[src/rtl/hall_pkg.sv]
// hall_pkg: shared state encoding, default sizes and width helper for the Hall slice tracker.
package hall_pkg;

    localparam int SLICES_DEF = 128;
    localparam int CNT_W_DEF  = 32;

    typedef enum logic [1:0] {
        UNLOCKED = 2'd0,
        TRACKING = 2'd1,
        HOLD     = 2'd2
    } state_t;

    function automatic int slice_w(input int slices);
        return $clog2(slices);
    endfunction

endpackage

[src/rtl/hall_slice_tracker_if.sv]
// hall_slice_tracker_if: Hall period input and slice-position outputs of the slice tracker.
interface hall_slice_tracker_if #(
    parameter int SLICES = hall_pkg::SLICES_DEF,
    parameter int CNT_W  = hall_pkg::CNT_W_DEF
);
    localparam int S = hall_pkg::slice_w(SLICES);

    logic [CNT_W-1:0] speed_data;
    logic             start_of_turn;
    logic [S-1:0]     slice_offset;
    logic [S-1:0]     slice_cnt;
    logic             position_sync;
    logic             locked;
    logic             turn_overrun;

    modport master (
        output speed_data, start_of_turn, slice_offset,
        input  slice_cnt, position_sync, locked, turn_overrun
    );

    modport slave (
        input  speed_data, start_of_turn, slice_offset,
        output slice_cnt, position_sync, locked, turn_overrun
    );

endinterface

[src/rtl/hall_period_filter.sv]
// hall_period_filter: latches the Hall period on start_of_turn and splits it into base/remainder.
// Defining HALL_SLICE_TRACKER_FILTER_EN smooths the latched period as (3*prev + new) / 4.
module hall_period_filter
    import hall_pkg::*;
#(
    parameter int CNT_W = CNT_W_DEF,
    parameter int S     = 7
) (
    input  logic               clk,
    input  logic               rst,
    input  logic               load,
`ifdef HALL_SLICE_TRACKER_FILTER_EN
    input  logic               primed,
`endif
    input  logic [CNT_W-1:0]   speed_data,
    output logic               valid,
    output logic [CNT_W-S-1:0] base,
    output logic [S-1:0]       rem,
    output logic [CNT_W-1:0]   period
);

    logic [CNT_W-1:0] cand;
    logic [CNT_W-1:0] per_q;

`ifdef HALL_SLICE_TRACKER_FILTER_EN
    logic [CNT_W+1:0] mix;
    logic [CNT_W-1:0] raw_q;

    // first sample after losing lock has no history worth blending with
    assign mix  = ({2'b00, per_q} << 1) + {2'b00, per_q} + {2'b00, speed_data};
    assign cand = primed ? CNT_W'(mix >> 2) : speed_data;

    always_ff @(posedge clk) begin
        if (rst) begin
            raw_q <= '0;
        end else if (load && valid) begin
            raw_q <= speed_data;
        end
    end

    assign period = raw_q;
`else
    assign cand   = speed_data;
    assign period = per_q;
`endif

    assign valid = |cand[CNT_W-1:S];

    always_ff @(posedge clk) begin
        if (rst) begin
            per_q <= '0;
        end else if (load && valid) begin
            per_q <= cand;
        end
    end

    assign base = per_q[CNT_W-1:S];
    assign rem  = per_q[S-1:0];

endmodule

[src/rtl/hall_slice_tracker.sv]
// hall_slice_tracker: turns the latched Hall period into SLICES evenly spaced slice strobes per turn.
// Optional IIR period smoothing is enabled by defining HALL_SLICE_TRACKER_FILTER_EN.
module hall_slice_tracker
    import hall_pkg::*;
#(
    parameter int SLICES    = SLICES_DEF,
    parameter int CNT_W     = CNT_W_DEF,
    parameter int WDOG_MULT = 2
) (
    input logic                 clk,
    input logic                 rst,
    hall_slice_tracker_if.slave bus
);
    // state    | meaning
    // UNLOCKED | no valid period; slice_cnt frozen, no strobes
    // TRACKING | stepping through the slices of the latched period
    // HOLD     | all slices issued, waiting for the next start_of_turn

    localparam int S  = slice_w(SLICES);
    localparam int TW = CNT_W - S + 1;
    localparam int WW = CNT_W + 2;

    state_t             state_q, state_d;
    logic [TW-1:0]      tick_q, tick_d, len;
    logic [S-1:0]       frac_q, frac_d, frac_sum;
    logic [S-1:0]       slice_q, slice_d;
    logic [S-1:0]       done_q, done_d;
    logic [WW-1:0]      wdog_q, wdog_d, wdog_lim;
    logic               sync_q, sync_d;
    logic               ovr_q, ovr_d;
    logic               carry;
    logic               per_valid;
    logic [CNT_W-S-1:0] base;
    logic [S-1:0]       rem;
    logic [CNT_W-1:0]   period;

    hall_period_filter #(
        .CNT_W (CNT_W),
        .S     (S)
    ) u_filter (
        .clk        (clk),
        .rst        (rst),
        .load       (bus.start_of_turn),
`ifdef HALL_SLICE_TRACKER_FILTER_EN
        .primed     (state_q != UNLOCKED),
`endif
        .speed_data (bus.speed_data),
        .valid      (per_valid),
        .base       (base),
        .rem        (rem),
        .period     (period)
    );

    // fractional ticks spill into a slice whenever the accumulator wraps
    assign {carry, frac_sum} = {1'b0, frac_q} + {1'b0, rem};
    assign len      = {1'b0, base} + TW'(carry);
    assign wdog_lim = WW'(WDOG_MULT) * {2'b00, period};

    always_ff @(posedge clk) begin
        if (rst) begin
            state_q <= UNLOCKED;
            tick_q  <= '0;
            frac_q  <= '0;
            slice_q <= '0;
            done_q  <= '0;
            wdog_q  <= '0;
            sync_q  <= 1'b0;
            ovr_q   <= 1'b0;
        end else begin
            state_q <= state_d;
            tick_q  <= tick_d;
            frac_q  <= frac_d;
            slice_q <= slice_d;
            done_q  <= done_d;
            wdog_q  <= wdog_d;
            sync_q  <= sync_d;
            ovr_q   <= ovr_d;
        end
    end

    always_comb begin
        state_d = state_q;
        tick_d  = tick_q;
        frac_d  = frac_q;
        slice_d = slice_q;
        done_d  = done_q;
        wdog_d  = wdog_q;
        sync_d  = 1'b0;
        ovr_d   = 1'b0;
        if (bus.start_of_turn) begin
            if (per_valid) begin
                state_d = TRACKING;
                slice_d = bus.slice_offset;
                sync_d  = 1'b1;
                tick_d  = TW'(1);
                frac_d  = '0;
                done_d  = '0;
                wdog_d  = WW'(1);
            end else begin
                state_d = UNLOCKED;
            end
        end else if (state_q != UNLOCKED) begin
            wdog_d = (&wdog_q) ? wdog_q : wdog_q + 1'b1;
            if (wdog_q > wdog_lim) begin
                state_d = UNLOCKED;
            end else if (state_q == TRACKING) begin
                if (tick_q != len) begin
                    tick_d = tick_q + 1'b1;
                end else if (done_q == S'(SLICES - 1)) begin
                    state_d = HOLD;
                    ovr_d   = 1'b1;
                end else begin
                    tick_d  = TW'(1);
                    frac_d  = frac_sum;
                    slice_d = slice_q + 1'b1;
                    done_d  = done_q + 1'b1;
                    sync_d  = 1'b1;
                end
            end
        end
    end

    assign bus.slice_cnt     = slice_q;
    assign bus.position_sync = sync_q;
    assign bus.locked        = (state_q != UNLOCKED);
    assign bus.turn_overrun  = ovr_q;

endmodule
[src/flat_wrapper.sv]
// flat-port wrapper written by rule: the top's interface ports become plain ports
module hall_slice_tracker_flat import hall_pkg::*;
#(
    parameter int SLICES    = SLICES_DEF,
    parameter int CNT_W     = CNT_W_DEF,
    parameter int WDOG_MULT = 2
)
  (clk, rst, bus_speed_data, bus_start_of_turn, bus_slice_offset, bus_slice_cnt, bus_position_sync, bus_locked, bus_turn_overrun);
  hall_slice_tracker_if #(.SLICES(SLICES), .CNT_W(CNT_W)) bus_i ();
  input logic clk;
  input logic rst;
  input wire logic [$bits(bus_i.speed_data)-1:0] bus_speed_data;
  input wire logic [$bits(bus_i.start_of_turn)-1:0] bus_start_of_turn;
  input wire logic [$bits(bus_i.slice_offset)-1:0] bus_slice_offset;
  output wire logic [$bits(bus_i.slice_cnt)-1:0] bus_slice_cnt;
  output wire logic [$bits(bus_i.position_sync)-1:0] bus_position_sync;
  output wire logic [$bits(bus_i.locked)-1:0] bus_locked;
  output wire logic [$bits(bus_i.turn_overrun)-1:0] bus_turn_overrun;
  assign bus_i.speed_data = bus_speed_data;
  assign bus_i.start_of_turn = bus_start_of_turn;
  assign bus_i.slice_offset = bus_slice_offset;
  assign bus_slice_cnt = bus_i.slice_cnt;
  assign bus_position_sync = bus_i.position_sync;
  assign bus_locked = bus_i.locked;
  assign bus_turn_overrun = bus_i.turn_overrun;
  hall_slice_tracker #(.SLICES(SLICES), .CNT_W(CNT_W), .WDOG_MULT(WDOG_MULT)) u_core (.clk(clk), .rst(rst), .bus(bus_i));
endmodule
[config.mk]
export PLATFORM = sky130hd
export DESIGN_NAME = hall_slice_tracker_flat
export DESIGN_NICKNAME = d
export VERILOG_FILES = /design/src/rtl/hall_pkg.sv /design/src/rtl/hall_slice_tracker_if.sv /design/src/rtl/hall_period_filter.sv /design/src/rtl/hall_slice_tracker.sv /design/src/flat_wrapper.sv
export SDC_FILE = /design/constraint.sdc
export NUM_CORES = 1
export LEC_CHECK = 0
export ABC_AREA = 1
export ABC_CLOCK_PERIOD_IN_PS = 6900
export CAP_MARGIN = 30
export CORE_MARGIN = 1.5
export CORE_UTILIZATION = 55
export DETAILED_ROUTE_END_ITERATION = 12
export DONT_BUFFER_PORTS = 1
export PLACE_DENSITY = 0.79
export SLEW_MARGIN = 10
export SYNTH_ARGS = -nofsm -noshare
export SYNTH_HDL_FRONTEND = slang
export SYNTH_SLANG_ARGS = --single-unit
[constraint.sdc]
create_clock -name clk -period 6.9 [get_ports clk]
set_clock_uncertainty 0.15 [all_clocks]
set_input_delay 0.69 -clock clk [delete_from_list [all_inputs] [get_ports clk]]
set_output_delay 0.69 -clock clk [all_outputs]
set_load 0.01 [all_outputs]
==> impl_metrics.env <==
export IMPL_synth_largest_area_cell="dfxtp_1"
export IMPL_htreeDepth=4
export IMPL_hold_viol_final=0
export IMPL_die_h_um=127
export IMPL_synth_top_family_by_area="simple AND/OR/NAND/NOR gates"
export IMPL_r2r_start="u_core.frac_q[1]$_SDFFE_PP0P_"
export IMPL_synth_xor_area_frac=0.0710
export IMPL_place_area_um2=8470
export IMPL_slew_headroom=0.453
export IMPL_final_area_um2=9070
export IMPL_final_common_cell="nand2_1"
export IMPL_fp_coreArea_um2=14700
export IMPL_rsz0062_at_grt="false"
export IMPL_cts_resized=0
export IMPL_diodes=0
export IMPL_grtUsageTotal=0.300
export IMPL_area_delta_synth_final_pct=8.09
export IMPL_min_path_type="input port to flip-flop"
export IMPL_synth_fa_ha_area_frac=0.0695
export IMPL_die_width_um=127
export IMPL_synth_warnings=0
export IMPL_fmax_mhz=222
export IMPL_worstHoldStart="rst"
export IMPL_first_iter_violations=769
export IMPL_dp_hpwl_um=17300
export IMPL_initial_core_util=0.571
export IMPL_drc=0
export IMPL_arrival_ns=4.67
export IMPL_numPortBuffers=0
export IMPL_synth_enable_flop_cells=0
export IMPL_fin_tns_setup_ns=0
export IMPL_tightest_slew_ns=0.815
export IMPL_wire_per_inst_um=15.2
export IMPL_cp_max_fo=30
export IMPL_seq_area_um2=2340
export IMPL_synth_area_per_cell_um2=6.19
export IMPL_drive_gt1_frac=0.0407
export IMPL_clockRootBuffer="clkbuf_16"
export IMPL_multi_input_area_um2=5280
export IMPL_synthDistinctLibCells=35
export IMPL_ir_worst_vdd_v=0.000185
export IMPL_dr_pass1_iters=8
export IMPL_cp_start_kind="flip-flop"
export IMPL_synthFlopType="dfxtp_1"
export IMPL_grt_max_degree=56
export IMPL_clk_path_buf_depth=2
export IMPL_wirelength_um=23300
export IMPL_p_leak_nw=3.90
export IMPL_final_cell_mix="nand2_1 (356), nor2_1 (217), inv_1 (150)"
export IMPL_finalCoreUtilization=0.617
export IMPL_setup_violations=0
export IMPL_synthSimpleGateAreaFrac=0.389
export IMPL_r2r_end="u_core.tick_q[18]$_SDFFE_PP0P_"
export IMPL_tritoncts="done"
export IMPL_place_congestion=0.944
export IMPL_reg2reg_depth=27
export IMPL_cpLargestDelayFamily="simple AND/OR/NAND/NOR gates"
export IMPL_cts_buffers=17
export IMPL_cts_sinks=117
export IMPL_slew_viol_final=0
export IMPL_io_pins=52
export IMPL_p_per_area_nw_per_um2=208
export IMPL_synth_ff_latch_count=117
export IMPL_regToRegSetupSlack_ns=2.39
export IMPL_end_kind="flip-flop"
export IMPL_cts_setup_buffers=0
export IMPL_synth_compound_area_frac=0.0975
export IMPL_async_flop_share=0
export IMPL_nets=1425
export IMPL_synthMuxAreaShare=0.00119
export IMPL_period_share=0.654
export IMPL_status="finished clean"
export IMPL_cp_num_buf_inv=0
export IMPL_fillers=1390
export IMPL_grt_pass1_vias=7844
export IMPL_min_to="u_core.wdog_q[29]$_SDFFE_PP0P_"
export IMPL_clkTransAtPathRegs_ns=0.06
export IMPL_cap_violations=0
export IMPL_synth_seq_area_share=0.279
export IMPL_vias_per_cell=5.57
export IMPL_gr_total_overflow=0
export IMPL_min_period_ns=4.51
export IMPL_syn_inst=1357
export IMPL_yosysTopAreaCellShare=0.279
export IMPL_crit_top_cell="nor2_1"
export IMPL_max_stage_delay_ns=0.47
export IMPL_detail_route_antenna_nets=0
export IMPL_grt_pass1_wl_um=38300
export IMPL_syn_nets=1445
export IMPL_required_ns=7.06
export IMPL_synthTopCellsByArea="dfxtp_1 (28%), nand2_1 (16%), nor2_1 (9.7%), ha_1 (6.7%), inv_1 (6.7%)"
export IMPL_cp_slowest_cell="nand2_2"
export IMPL_syn_area_um2=8390
export IMPL_antenna_found_initial=0
export IMPL_whs_path_depth=1
export IMPL_worstSkewPairLatency_ns=0.43
export IMPL_holdWs_ns=0.186
export IMPL_row_count=44
export IMPL_path_class="flip-flop to flip-flop"
export IMPL_cts_hold_buf=0
export IMPL_vias=8552
export IMPL_die_area_um2=16000
-- state kept, by name (all words and copies together), names as in the netlist --
register,count
u_core.tick_q,26
u_core.u_filter.period,32
u_core.bus.slice_cnt,7
u_core.bus.turn_overrun,1
u_core.wdog_q,34
u_core.frac_q,7
u_core.done_q,7
u_core.state_q,2
u_core.bus.position_sync,1
-- how the worst max path moves through the flow --
stage / startpoint / to / slack, ns / cells after the start
6_report: u_core.frac_q[1]$_SDFFE_PP0P_ / u_core.tick_q[18]$_SDFFE_PP0P_ / 2.39 / 27
5_1_grt: u_core.frac_q[1]$_SDFFE_PP0P_ / u_core.tick_q[23]$_SDFFE_PP0P_ / 1.79 / 27
4_1_cts: u_core.frac_q[2]$_SDFFE_PP0P_ / u_core.tick_q[20]$_SDFFE_PP0P_ / 2.44 / 26
3_5_place_dp: u_core.u_filter.period[2]$_SDFFE_PP0P_ / u_core.tick_q[20]$_SDFFE_PP0P_ / 2.49 / 26
3_3_place_gp: u_core.u_filter.period[2]$_SDFFE_PP0P_ / u_core.tick_q[6]$_SDFFE_PP0P_ / 2.62 / 27
2_1_floorplan: u_core.u_filter.period[2]$_SDFFE_PP0P_ / u_core.bus.slice_cnt[2]$_SDFFE_PP0P_ / 3.26 / 26
-- cell families after synthesis --
logic type      after synthesis
xor+xnor                     68
simple gates                769
compound gates              156
mux                           1
flops                       117
fa+ha+maj                    46
buf+inv                     200
-- through the flow --
stage,instances,total power [W],worst slack (ns)
4_1_cts,1533,0.00190,2.44
3_3_place_gp,1501,0.000987,2.62
6_report,1534,0.00189,2.39
2_1_floorplan,1357,0.000942,3.26
3_5_place_dp,1501,0.000992,2.49
5_1_grt,1534,0.00197,1.79
-- layout make-up --
type,instances,share of cell area
clock buffers,20,0.0492
well taps,184,0.0254
flip-flops and latches,117,0.258
multi-input cells,1040,0.582
inverters,156,0.0645
clock inverters,12,0.0168
repair buffers,5,0.00414
-- Yosys cell counts (all sizes together) (8+ instances only) --
| library cell | count |
|---|---|
| nand2 | 362 |
| nand3 | 83 |
| buf | 16 |
| nor3 | 40 |
| nor4 | 20 |
| a21oi | 88 |
| xor2 | 50 |
| dfxtp | 117 |
| xnor2 | 18 |
| nand4 | 34 |
| ha | 45 |
| o21bai | 8 |
| inv | 154 |
| nor2 | 224 |
| o21ai | 52 |
| clkbuf | 28 |
-- metal layers --
layer  share of wire  vias to the layer above  GRT usage
li1                -                     4332          -
met1            0.45                     3870      0.386
met2            0.46                      309      0.495
met3           0.072                       41     0.0730
met4           0.021                        0     0.0980
met5               0                        -          0
-- power by group --
part | switching (W) | internal (W) | total [W]
sequential | 0.0000421 | 0.000708 | 0.000750
combinational | 0.000153 | 0.0000800 | 0.000233
clock | 0.000330 | 0.000577 | 0.000907
-- worst register-to-register path, cell delays in order, from the launching register on --
cell and delay, ns:
dfxtp_1 0.32, ha_1 0.27, a21oi_1 0.06, nor2_1 0.14, nor2_1 0.05, nor2_1 0.12
nor2_1 0.05, o21ai_0 0.18, and2_1 0.17, nor2_1 0.05, o21bai_1 0.16, ha_1 0.21
ha_1 0.19, nand2_1 0.09, nor2_1 0.23, nand2_1 0.15, nor2_1 0.17, nand2_1 0.08
xor2_1 0.14, nand2_1 0.07, nor2_1 0.12, nand3_2 0.15, nor2_8 0.21, nand2_2 0.12
nand2_2 0.47, nand2_1 0.13, nand2_1 0.09, nor2_1 0.04
Note: power is estimated with default switching activity, not from simulation.
